`src/rtl/axi_pkg.sv`:
```
// Shared AXI encodings for the read master.
//  - burst type and response codes as named constants
//  - axi_size(): byte count per beat -> 3-bit AxSIZE encoding
//  - rd_state_e: read-master FSM states
package axi_pkg;

    localparam logic [1:0] AXI_BURST_FIXED = 2'b00;
    localparam logic [1:0] AXI_BURST_INCR  = 2'b01;
    localparam logic [1:0] AXI_BURST_WRAP  = 2'b10;

    localparam logic [1:0] AXI_RESP_OKAY   = 2'b00;
    localparam logic [1:0] AXI_RESP_EXOKAY = 2'b01;
    localparam logic [1:0] AXI_RESP_SLVERR = 2'b10;
    localparam logic [1:0] AXI_RESP_DECERR = 2'b11;

    typedef enum logic [1:0] {
        ST_IDLE = 2'd0,
        ST_ADDR = 2'd1,
        ST_DATA = 2'd2
    } rd_state_e;

    // log2 of a power-of-two byte count (1..128); other values map to 0
    function automatic logic [2:0] axi_size(input int unsigned bytes);
        logic [2:0] s;
        s = 3'd0;
        for (int i = 0; i < 8; i++) begin
            if (bytes == (32'd1 << i)) s = 3'(i);
        end
        return s;
    endfunction

endpackage

```
`src/rtl/axi_burst_read_master_if.sv`:
```
// AXI4 read-address / read-data channel bundle.
//  master modport: drives AR payload/valid and rready
//  slave  modport: drives arready and the R payload/valid
interface axi_burst_read_master_if #(
    parameter int ADDRESS_WIDTH = 8,
    parameter int DATA_WIDTH    = 32
);
    logic [ADDRESS_WIDTH-1:0] araddr;
    logic [7:0]               arlen;
    logic [2:0]               arsize;
    logic [1:0]               arburst;
    logic                     arvalid;
    logic                     arready;
    logic [DATA_WIDTH-1:0]    rdata;
    logic [1:0]               rresp;
    logic                     rlast;
    logic                     rvalid;
    logic                     rready;

    modport master (
        output araddr, arlen, arsize, arburst, arvalid, rready,
        input  arready, rdata, rresp, rlast, rvalid
    );

    modport slave (
        input  araddr, arlen, arsize, arburst, arvalid, rready,
        output arready, rdata, rresp, rlast, rvalid
    );
endinterface

```
`src/rtl/axi_burst_read_master.sv`:
```
// AXI4 burst read master.
// Takes an (address, beat count) request, splits it into INCR bursts of at
// most MAX_BURST_LEN beats with one burst outstanding, and streams returned
// beats straight through to a valid/ready output.
// Ports:
//  aclk, aresetn            clock, synchronous active-low reset
//  req_valid/ready/addr/beats  request handshake (beats 0..256)
//  axi (master modport)     AR and R channels
//  out_data/last/valid/ready   forwarded beat stream; out_last marks the final beat
//  done                     one-cycle completion pulse
//  err                      [0] non-OKAY response seen, [1] rlast mismatch; sticky per request
module axi_burst_read_master
    import axi_pkg::*;
#(
    parameter int DATA_WIDTH    = 32,
    parameter int STROBE_WIDTH  = DATA_WIDTH / 8,
    parameter int ADDRESS_WIDTH = 8,
    parameter int MAX_BURST_LEN = 16
) (
    input  logic                     aclk,
    input  logic                     aresetn,
    input  logic                     req_valid,
    output logic                     req_ready,
    input  logic [ADDRESS_WIDTH-1:0] req_addr,
    input  logic [8:0]               req_beats,
    axi_burst_read_master_if.master  axi,
    output logic [DATA_WIDTH-1:0]    out_data,
    output logic                     out_last,
    output logic                     out_valid,
    input  logic                     out_ready,
    output logic                     done,
    output logic [1:0]               err
);

    localparam logic [2:0] SIZE    = axi_size(STROBE_WIDTH);
    localparam logic [8:0] MAX_LEN = 9'(MAX_BURST_LEN);
    // clears the sub-beat byte offset of the request address
    localparam logic [ADDRESS_WIDTH-1:0] ALIGN_MASK =
        ~ADDRESS_WIDTH'((32'd1 << SIZE) - 32'd1);

    rd_state_e state_q, state_d;

    logic [ADDRESS_WIDTH-1:0] addr_q;
    logic [8:0]               remaining_q;   // beats left in the whole request
    logic [8:0]               burst_left_q;  // beats left in the current burst
    logic [8:0]               burst_len_q;   // beats in the current burst
    logic [8:0]               burst_beats;
    logic [ADDRESS_WIDTH-1:0] addr_inc;
    logic                     beat_fire;
    logic                     last_beat;

    // remaining_q only changes in DATA, so this stays stable through ADDR
    assign burst_beats = (remaining_q > MAX_LEN) ? MAX_LEN : remaining_q;
    // truncating before the shift gives the same result modulo 2**ADDRESS_WIDTH
    assign addr_inc    = ADDRESS_WIDTH'(burst_len_q) << SIZE;
    assign beat_fire   = (state_q == ST_DATA) && axi.rvalid && out_ready;
    // our own counter ends the burst; rlast is only cross-checked
    assign last_beat   = (burst_left_q == 9'd1);

    assign axi.araddr  = addr_q;
    assign axi.arlen   = 8'(burst_beats - 9'd1);
    assign axi.arsize  = SIZE;
    assign axi.arburst = AXI_BURST_INCR;
    assign out_data    = axi.rdata;

    always_ff @(posedge aclk) begin
        if (!aresetn) state_q <= ST_IDLE;
        else          state_q <= state_d;
    end

    always_comb begin
        state_d     = state_q;
        req_ready   = 1'b0;
        axi.arvalid = 1'b0;
        axi.rready  = 1'b0;
        out_valid   = 1'b0;
        out_last    = 1'b0;
        case (state_q)
            ST_IDLE: begin
                req_ready = 1'b1;
                if (req_valid && req_beats != 9'd0) state_d = ST_ADDR;
            end
            ST_ADDR: begin
                axi.arvalid = 1'b1;
                if (axi.arready) state_d = ST_DATA;
            end
            ST_DATA: begin
                // zero-latency pass-through: backpressure goes straight to R
                axi.rready = out_ready;
                out_valid  = axi.rvalid;
                out_last   = (remaining_q == 9'd1);
                if (beat_fire && last_beat)
                    state_d = (remaining_q == 9'd1) ? ST_IDLE : ST_ADDR;
            end
            default: state_d = ST_IDLE;
        endcase
    end

    always_ff @(posedge aclk) begin
        if (!aresetn) begin
            addr_q       <= '0;
            remaining_q  <= '0;
            burst_left_q <= '0;
            burst_len_q  <= '0;
            done         <= 1'b0;
            err          <= 2'b00;
        end else begin
            done <= 1'b0;
            case (state_q)
                ST_IDLE: begin
                    if (req_valid) begin
                        err         <= 2'b00;
                        addr_q      <= req_addr & ALIGN_MASK;
                        remaining_q <= req_beats;
                        if (req_beats == 9'd0) done <= 1'b1;
                    end
                end
                ST_ADDR: begin
                    if (axi.arready) begin
                        burst_left_q <= burst_beats;
                        burst_len_q  <= burst_beats;
                    end
                end
                ST_DATA: begin
                    if (beat_fire) begin
                        remaining_q  <= remaining_q - 9'd1;
                        burst_left_q <= burst_left_q - 9'd1;
                        if (axi.rresp != AXI_RESP_OKAY) err[0] <= 1'b1;
                        if (axi.rlast != last_beat)     err[1] <= 1'b1;
                        if (last_beat) begin
                            if (remaining_q == 9'd1) done <= 1'b1;
                            else addr_q <= addr_q + addr_inc;
                        end
                    end
                end
                default: ;
            endcase
        end
    end

endmodule
```
`src/flat_wrapper.sv`:
```
// flat-port wrapper written by rule: the top's interface ports become plain ports
module axi_burst_read_master_flat import axi_pkg::*;
#(
    parameter int DATA_WIDTH    = 32,
    parameter int STROBE_WIDTH  = DATA_WIDTH / 8,
    parameter int ADDRESS_WIDTH = 8,
    parameter int MAX_BURST_LEN = 16
)
  (aclk, aresetn, req_valid, req_ready, req_addr, req_beats, out_data, out_last, out_valid, out_ready, done, err, axi_araddr, axi_arlen, axi_arsize, axi_arburst, axi_arvalid, axi_rready, axi_arready, axi_rdata, axi_rresp, axi_rlast, axi_rvalid);
  axi_burst_read_master_if #(.ADDRESS_WIDTH(ADDRESS_WIDTH), .DATA_WIDTH(DATA_WIDTH)) axi_i ();
  input  logic aclk;
  input  logic aresetn;
  input  logic req_valid;
  output logic req_ready;
  input  logic [ADDRESS_WIDTH-1:0] req_addr;
  input  logic [8:0] req_beats;
  output logic [DATA_WIDTH-1:0] out_data;
  output logic out_last;
  output logic out_valid;
  input  logic out_ready;
  output logic done;
  output logic [1:0] err;
  output wire logic [$bits(axi_i.araddr)-1:0] axi_araddr;
  output wire logic [$bits(axi_i.arlen)-1:0] axi_arlen;
  output wire logic [$bits(axi_i.arsize)-1:0] axi_arsize;
  output wire logic [$bits(axi_i.arburst)-1:0] axi_arburst;
  output wire logic [$bits(axi_i.arvalid)-1:0] axi_arvalid;
  output wire logic [$bits(axi_i.rready)-1:0] axi_rready;
  input wire logic [$bits(axi_i.arready)-1:0] axi_arready;
  input wire logic [$bits(axi_i.rdata)-1:0] axi_rdata;
  input wire logic [$bits(axi_i.rresp)-1:0] axi_rresp;
  input wire logic [$bits(axi_i.rlast)-1:0] axi_rlast;
  input wire logic [$bits(axi_i.rvalid)-1:0] axi_rvalid;
  assign axi_araddr = axi_i.araddr;
  assign axi_arlen = axi_i.arlen;
  assign axi_arsize = axi_i.arsize;
  assign axi_arburst = axi_i.arburst;
  assign axi_arvalid = axi_i.arvalid;
  assign axi_rready = axi_i.rready;
  assign axi_i.arready = axi_arready;
  assign axi_i.rdata = axi_rdata;
  assign axi_i.rresp = axi_rresp;
  assign axi_i.rlast = axi_rlast;
  assign axi_i.rvalid = axi_rvalid;
  axi_burst_read_master #(.DATA_WIDTH(DATA_WIDTH), .STROBE_WIDTH(STROBE_WIDTH), .ADDRESS_WIDTH(ADDRESS_WIDTH), .MAX_BURST_LEN(MAX_BURST_LEN)) u_core (.aclk(aclk), .aresetn(aresetn), .req_valid(req_valid), .req_ready(req_ready), .req_addr(req_addr), .req_beats(req_beats), .axi(axi_i), .out_data(out_data), .out_last(out_last), .out_valid(out_valid), .out_ready(out_ready), .done(done), .err(err));
endmodule
```
`config.mk`:
```
export PLATFORM = sky130hd
export DESIGN_NAME = axi_burst_read_master_flat
export DESIGN_NICKNAME = d
export VERILOG_FILES = /design/src/rtl/axi_pkg.sv /design/src/rtl/axi_burst_read_master_if.sv /design/src/rtl/axi_burst_read_master.sv /design/src/flat_wrapper.sv
export SDC_FILE = /design/constraint.sdc
export NUM_CORES = 1
export LEC_CHECK = 0
export ABC_AREA = 1
export CORE_UTILIZATION = 35
export DETAILED_ROUTE_END_ITERATION = 8
export HOLD_SLACK_MARGIN = 0.02
export PLACE_DENSITY_LB_ADDON = 0.05
export SYNTH_ARGS = -nofsm -noshare
export SYNTH_HDL_FRONTEND = slang
export SYNTH_SLANG_ARGS = --single-unit
```
`constraint.sdc`:
```
create_clock -name aclk -period 1.9 [get_ports aclk]
set_clock_uncertainty 0.15 [all_clocks]
set_input_delay 0.38 -clock aclk [delete_from_list [all_inputs] [get_ports aclk]]
set_output_delay 0.38 -clock aclk [all_outputs]
set_load 0.01 [all_outputs]
```
Word level (Yosys, flattened, before mapping)
Cells that the tools add are included.
Storage, ports and cells
  flip-flop bits (word level): 37
  bits of input ports: 58
Cells by class
  reduce and logical (&&, ||, !) cells: 17
  muxes and demuxes: 33
  $lt $le $gt $ge: 1
  equality and inequality tests: 14
  add/sub/neg operators: 4
Operator list (count)
  two-way mux 9 bit: 5
  case mux 9 bit (2 select lines): 2
  two-way mux 8 bit: 4
  == test 9 x 1 -> 1 bit (second input constant): 2
  subtractor 9 x 1 -> 9 bit (second input constant): 2
  case mux 8 bit (2 select lines): 1
  two-way mux 1 bit: 13
  inequality test 2 bit (second input constant): 6
  two-way mux 2 bit: 5
  > comparator 9 x 5 -> 1 bit (second input constant): 1
  zero test 9 bit: 1
  AND reduction 3 bit: 3
  nonzero test 9 bit: 1
  adder 8 bit: 1
  AND reduction 4 bit: 2
  subtractor 8 x 1 -> 8 bit (second input constant): 1
  inequality test 2 x 1 -> 1 bit (second input constant): 3
  case mux 2 bit (3 select lines): 1
  nonzero test 2 bit: 3
  AND reduction 5 bit: 1
  logical AND 1 bit: 4
  case mux 2 bit (2 select lines): 1
  == test 2 x 1 -> 1 bit (second input constant): 1
  == test 2 bit (second input constant): 1
  4 further kinds: 4

Logic depth before layout (Yosys ltp)
Gate-level depths: netlist of the first run.
  depth after elaboration: 6
  depth in mapped cells: 12

Worst setup path before layout of the first run
Ideal clock, no wire load.
  kind: register to output
  start: register u_core.remaining_q[0]
  end: output port axi_arlen[2]
  stages on the path, launching flop included: 10
  path buffers: 0
  path slack: -149 ps
  arrival: 1519 ps
  cell sequence: dfxtp_1 > inv_1 > ha_1 > nand4_1 > nand2_1 > nand2_1 > nor2_1 > inv_1 > ha_1 > xor2_1
Between the ends
  longest elaborated chain between the ends: 3
Ends and longest elaborated chain
  start, declared: RTL line axi_burst_read_master.sv:44  | logic [8:0] remaining_q;
  start signal, assigned: RTL line axi_burst_read_master.sv:114  | remaining_q <= req_beats;
  start signal, assigned: RTL line axi_burst_read_master.sv:126  | remaining_q <= remaining_q - 9'd1;
  > comparator 9 x 5 -> 1 bit: RTL line axi_burst_read_master.sv:53  | assign burst_beats = (remaining_q > MAX_LEN) ? MAX_LEN : remaining_q;
  two-way mux 9 bit (*): RTL line axi_burst_read_master.sv:53
  subtractor 8 x 1 -> 8 bit (*): RTL line axi_burst_read_master.sv:61  | assign axi.arlen = 8'(burst_beats - 9'd1);
  end, declared: RTL line flat_wrapper.sv:24  | output wire logic [$bits(axi_i.arlen)-1:0] axi_arlen;
Every way passes the cells marked *; elsewhere a longest branch is shown, timed or not.

Worst setup path in the final report of the first run
  start: register u_core.remaining_q[1]
  end: output port axi_arlen[2]
Same word-level chain as after synthesis.

==> metrics, run 1 <==
clock slew seen by the registers of the worst setup and hold paths 0.08 ns; status finished, violations left; Starting Density 0.3695; peak supply drop 0.4335 mV; pin count of the biggest net entering global routing 20; share of the yosys chip area belonging to registers 0.2730; CP arrival 1.78 ns; Power Internal 1667 uW; Fillers 724; dpl ws -0.5207 ns; layout cells sized above 1 0.2185; CTS tree built; Worst Hold Path Cells 1; total track usage 0.1877; first-pass GRT wire length 11,090 um; P per Cell Area 776.5 nW/um2; Chip Width 87.63 um; Hold EP u_core.burst_left_q[8]$_SDFFE_PN0P_; number of remaining DRC errors 0; max-slew violations 0; Area Overhead vs Synth 28.77%; via density per instance 4.607; Leak 0.001525 uW; Post-Layout Cell Count 540; initial antenna violation count 0; Critical Path Source Type flip-flop; Final Net Count 513; failing checks setup timing; sw frac 0.3502; core area 6944 um2; vias post-DR 2,488; Routed WL 6735 um; Reg2Reg Setup Slack 0.20 ns; clock buffer depth 2; ys async rst share 0; RSZ-0062 raised after global routing true; CP Capture Type output port; average wire per standard cell 12.47 um; synth warn 0; max cap viols 0; clock root buffer clkbuf_8; Post-synth EDFFs 0; CTS Sinks 35; die footprint 7678 um2; placed insts 532; Final min period 2.308 ns; # hold bufs at CTS 0; FP Rows 30; post-route ant nets 0; final hold violations 0; Detail Placement HPWL 5144 um; Final Power 2566 uW; Buffers on Ports 45; global route overflow 0; Critical R2R Capture u_core.axi.araddr[6]$_SDFFE_PN0P_; combinational share of power 0.399; register share of total power 0.329; critical path fanouts, max 3; Post-Syn Area per Cell 6.497 um2; mapped cell area 2566 um2; 1st-pass router iterations 4; Die Y 87.63 um; Crit Path Class flip-flop to output port; CTS HTree Levels 2; ANT cells 0; number of buffers created by CTS 5; clock share of power 0.272; worst skew pair latency 0.29 ns; synth unique cells 34; fmax 0.4333 GHz; setup ws final -0.4081 ns; top_reg_cell synth dfxtp_1; 1st-iter DRT viols 89; switching power 898.5 uW; routability cong. 0.8376; hold_sp u_core.burst_left_q[8]$_SDFFE_PN0P_; setup violators final 8; final period utilization 1.215; #FFs+latches synth 35; Mapped Cells 395; CP required 1.37 ns; HP Class flip-flop to flip-flop; num ports 119; R2R Path Start u_core.axi.araddr[2]$_SDFFE_PN0P_; vias in the first global route 2,335; cells on worst reg2reg path 10
-- Yosys cell counts, drive strengths merged (2+ instances only) --
library cell / n / area share
o22ai: 2 / 0.0049
a31oi: 3 / 0.0073
o21ai: 26 / 0.052
xor2: 3 / 0.010
dfxtp: 35 / 0.27
nand3: 25 / 0.059
nor2: 48 / 0.073
a21oi: 37 / 0.074
inv: 51 / 0.075
nor3: 7 / 0.014
nand2: 87 / 0.13
clkbuf: 3 / 0.0044
conb: 2 / 0.0029
nand4: 2 / 0.0049
buf: 45 / 0.13
xnor2: 2 / 0.0068
ha: 11 / 0.054
-- layout by cell type (no fill, tap or decap), types with 8 or more instances in the layout --
| master | n |
|---|---|
| a21oi_1 | 36 |
| buf_4 | 37 |
| clkdlybuf4s50_1 | 32 |
| dfxtp_1 | 31 |
| ha_1 | 8 |
| inv_1 | 40 |
| inv_2 | 11 |
| nand2_1 | 81 |
| nand3_1 | 20 |
| nor2_1 | 41 |
| o21ai_0 | 19 |
-- metrics by stage --
| step | hold slack, ns | TNS (ns) | util | instance area, um2 |
|---|---|---|---|---|
| after floorplan | 0.2624 | 0 | - | 2618 |
| after global placement | 0.2827 | -3.209 | 0.4526 | 3143 |
| after detailed placement | 0.2860 | -3.182 | 0.4526 | 3143 |
| after CTS | 0.2996 | -2.042 | 0.4670 | 3243 |
| after global routing | 0.3352 | -2.876 | 0.4759 | 3304 |
| final | 0.2979 | -1.777 | 0.4759 | 3304 |
-- state kept, by name, summed over array words and instances, names as in the netlist --
register / flops
u_core.burst_left_q: 9
u_core.burst_len_q: 6
u_core.done: 1
u_core.remaining_q: 9
u_core.err: 2
u_core.state_q: 2
u_core.axi.araddr: 6
-- power groups by stage --
stage          clock network (uW)  registers, uW  logic [uW]
2_1_floorplan                   0            866         591
3_3_place_gp                    0            856         984
3_5_place_dp                    0            858         982
4_1_cts                       714            842         982
5_1_grt                       753            853        1150
6_report                      698            844        1020
-- metal layers --
| layer | part of all wire | track usage | up-vias |
|---|---|---|---|
| li1 | - | - | 1303 |
| met5 | 0 | 0 | - |
| met2 | 0.48 | 0.3224 | 59 |
| met4 | 0.0034 | 0.04769 | 0 |
| met3 | 0.041 | 0.03959 | 2 |
| met1 | 0.47 | 0.2393 | 1124 |
-- repair_timing --
action / CTS / global route
setup buffers: 0 / 2
endpoints found under the hold margin: 0 / 0
gates resized for setup: 49 / 16
pin swaps: 4 / 8
setup endpoints to repair: 13 / 10
-- how the worst max path moves through the flow --
stage / from / to / slack (ns) / depth (start not counted)
2_1_floorplan: u_core.remaining_q[1]$_SDFFE_PN0P_ / axi_arlen[4] / 0.002 / 10
3_3_place_gp: u_core.remaining_q[0]$_SDFFE_PN0P_ / axi_arlen[2] / -0.48 / 10
3_5_place_dp: u_core.remaining_q[0]$_SDFFE_PN0P_ / axi_arlen[2] / -0.52 / 10
4_1_cts: u_core.remaining_q[0]$_SDFFE_PN0P_ / axi_arlen[2] / -0.44 / 10
5_1_grt: u_core.remaining_q[1]$_SDFFE_PN0P_ / axi_arlen[2] / -0.55 / 10
6_report: u_core.remaining_q[1]$_SDFFE_PN0P_ / axi_arlen[2] / -0.41 / 10
-- kinds of logic (layout without fill, tap and decap cells) --
group | count (synthesis) | count (layout) | share of synthesized area
compound gates | 71 | 71 | 0.1468
xor+xnor | 5 | 5 | 0.01707
fa+ha+maj | 12 | 12 | 0.06143
buf+inv | 99 | 143 | 0.2111
flops | 35 | 35 | 0.2730
other cells | 2 | 7 | 0.002926
simple gates | 171 | 171 | 0.2877
-- cell type report --
cell class	instances	area, um2	area share
inverters	51	191.4	0.05793
flip-flops and latches	35	705.7	0.2136
multi-input cells	266	1434	0.4339
clock buffers	5	68.82	0.02083
well taps	96	120.1	0.03635
repair buffers	84	740.7	0.2242
clock inverters	3	43.79	0.01325
-- worst max-delay path, stage by stage (launching register included) --
cell,delay [ns]
dfxtp_2,0.33
inv_2,0.07
ha_4,0.12
nand4_1,0.12
nand2_1,0.10
nand2_2,0.08
nor2_4,0.10
inv_2,0.06
ha_4,0.18
xor2_2,0.18
buf_2,0.15
Power figures use the tool's default switching activity.
==> run 2, diff against run 1 <==
--- a/config.mk
+++ b/config.mk
@@ -8,6 +8,7 @@
 export ABC_AREA = 1
 export CORE_UTILIZATION = 35
 export DETAILED_ROUTE_END_ITERATION = 8
+export GPL_ROUTABILITY_DRIVEN = 1
 export HOLD_SLACK_MARGIN = 0.02
 export PLACE_DENSITY_LB_ADDON = 0.05
 export SYNTH_ARGS = -nofsm -noshare
==> results of run 2 <==
No change in the layout: final DEF, timing and power equal those of run 1.
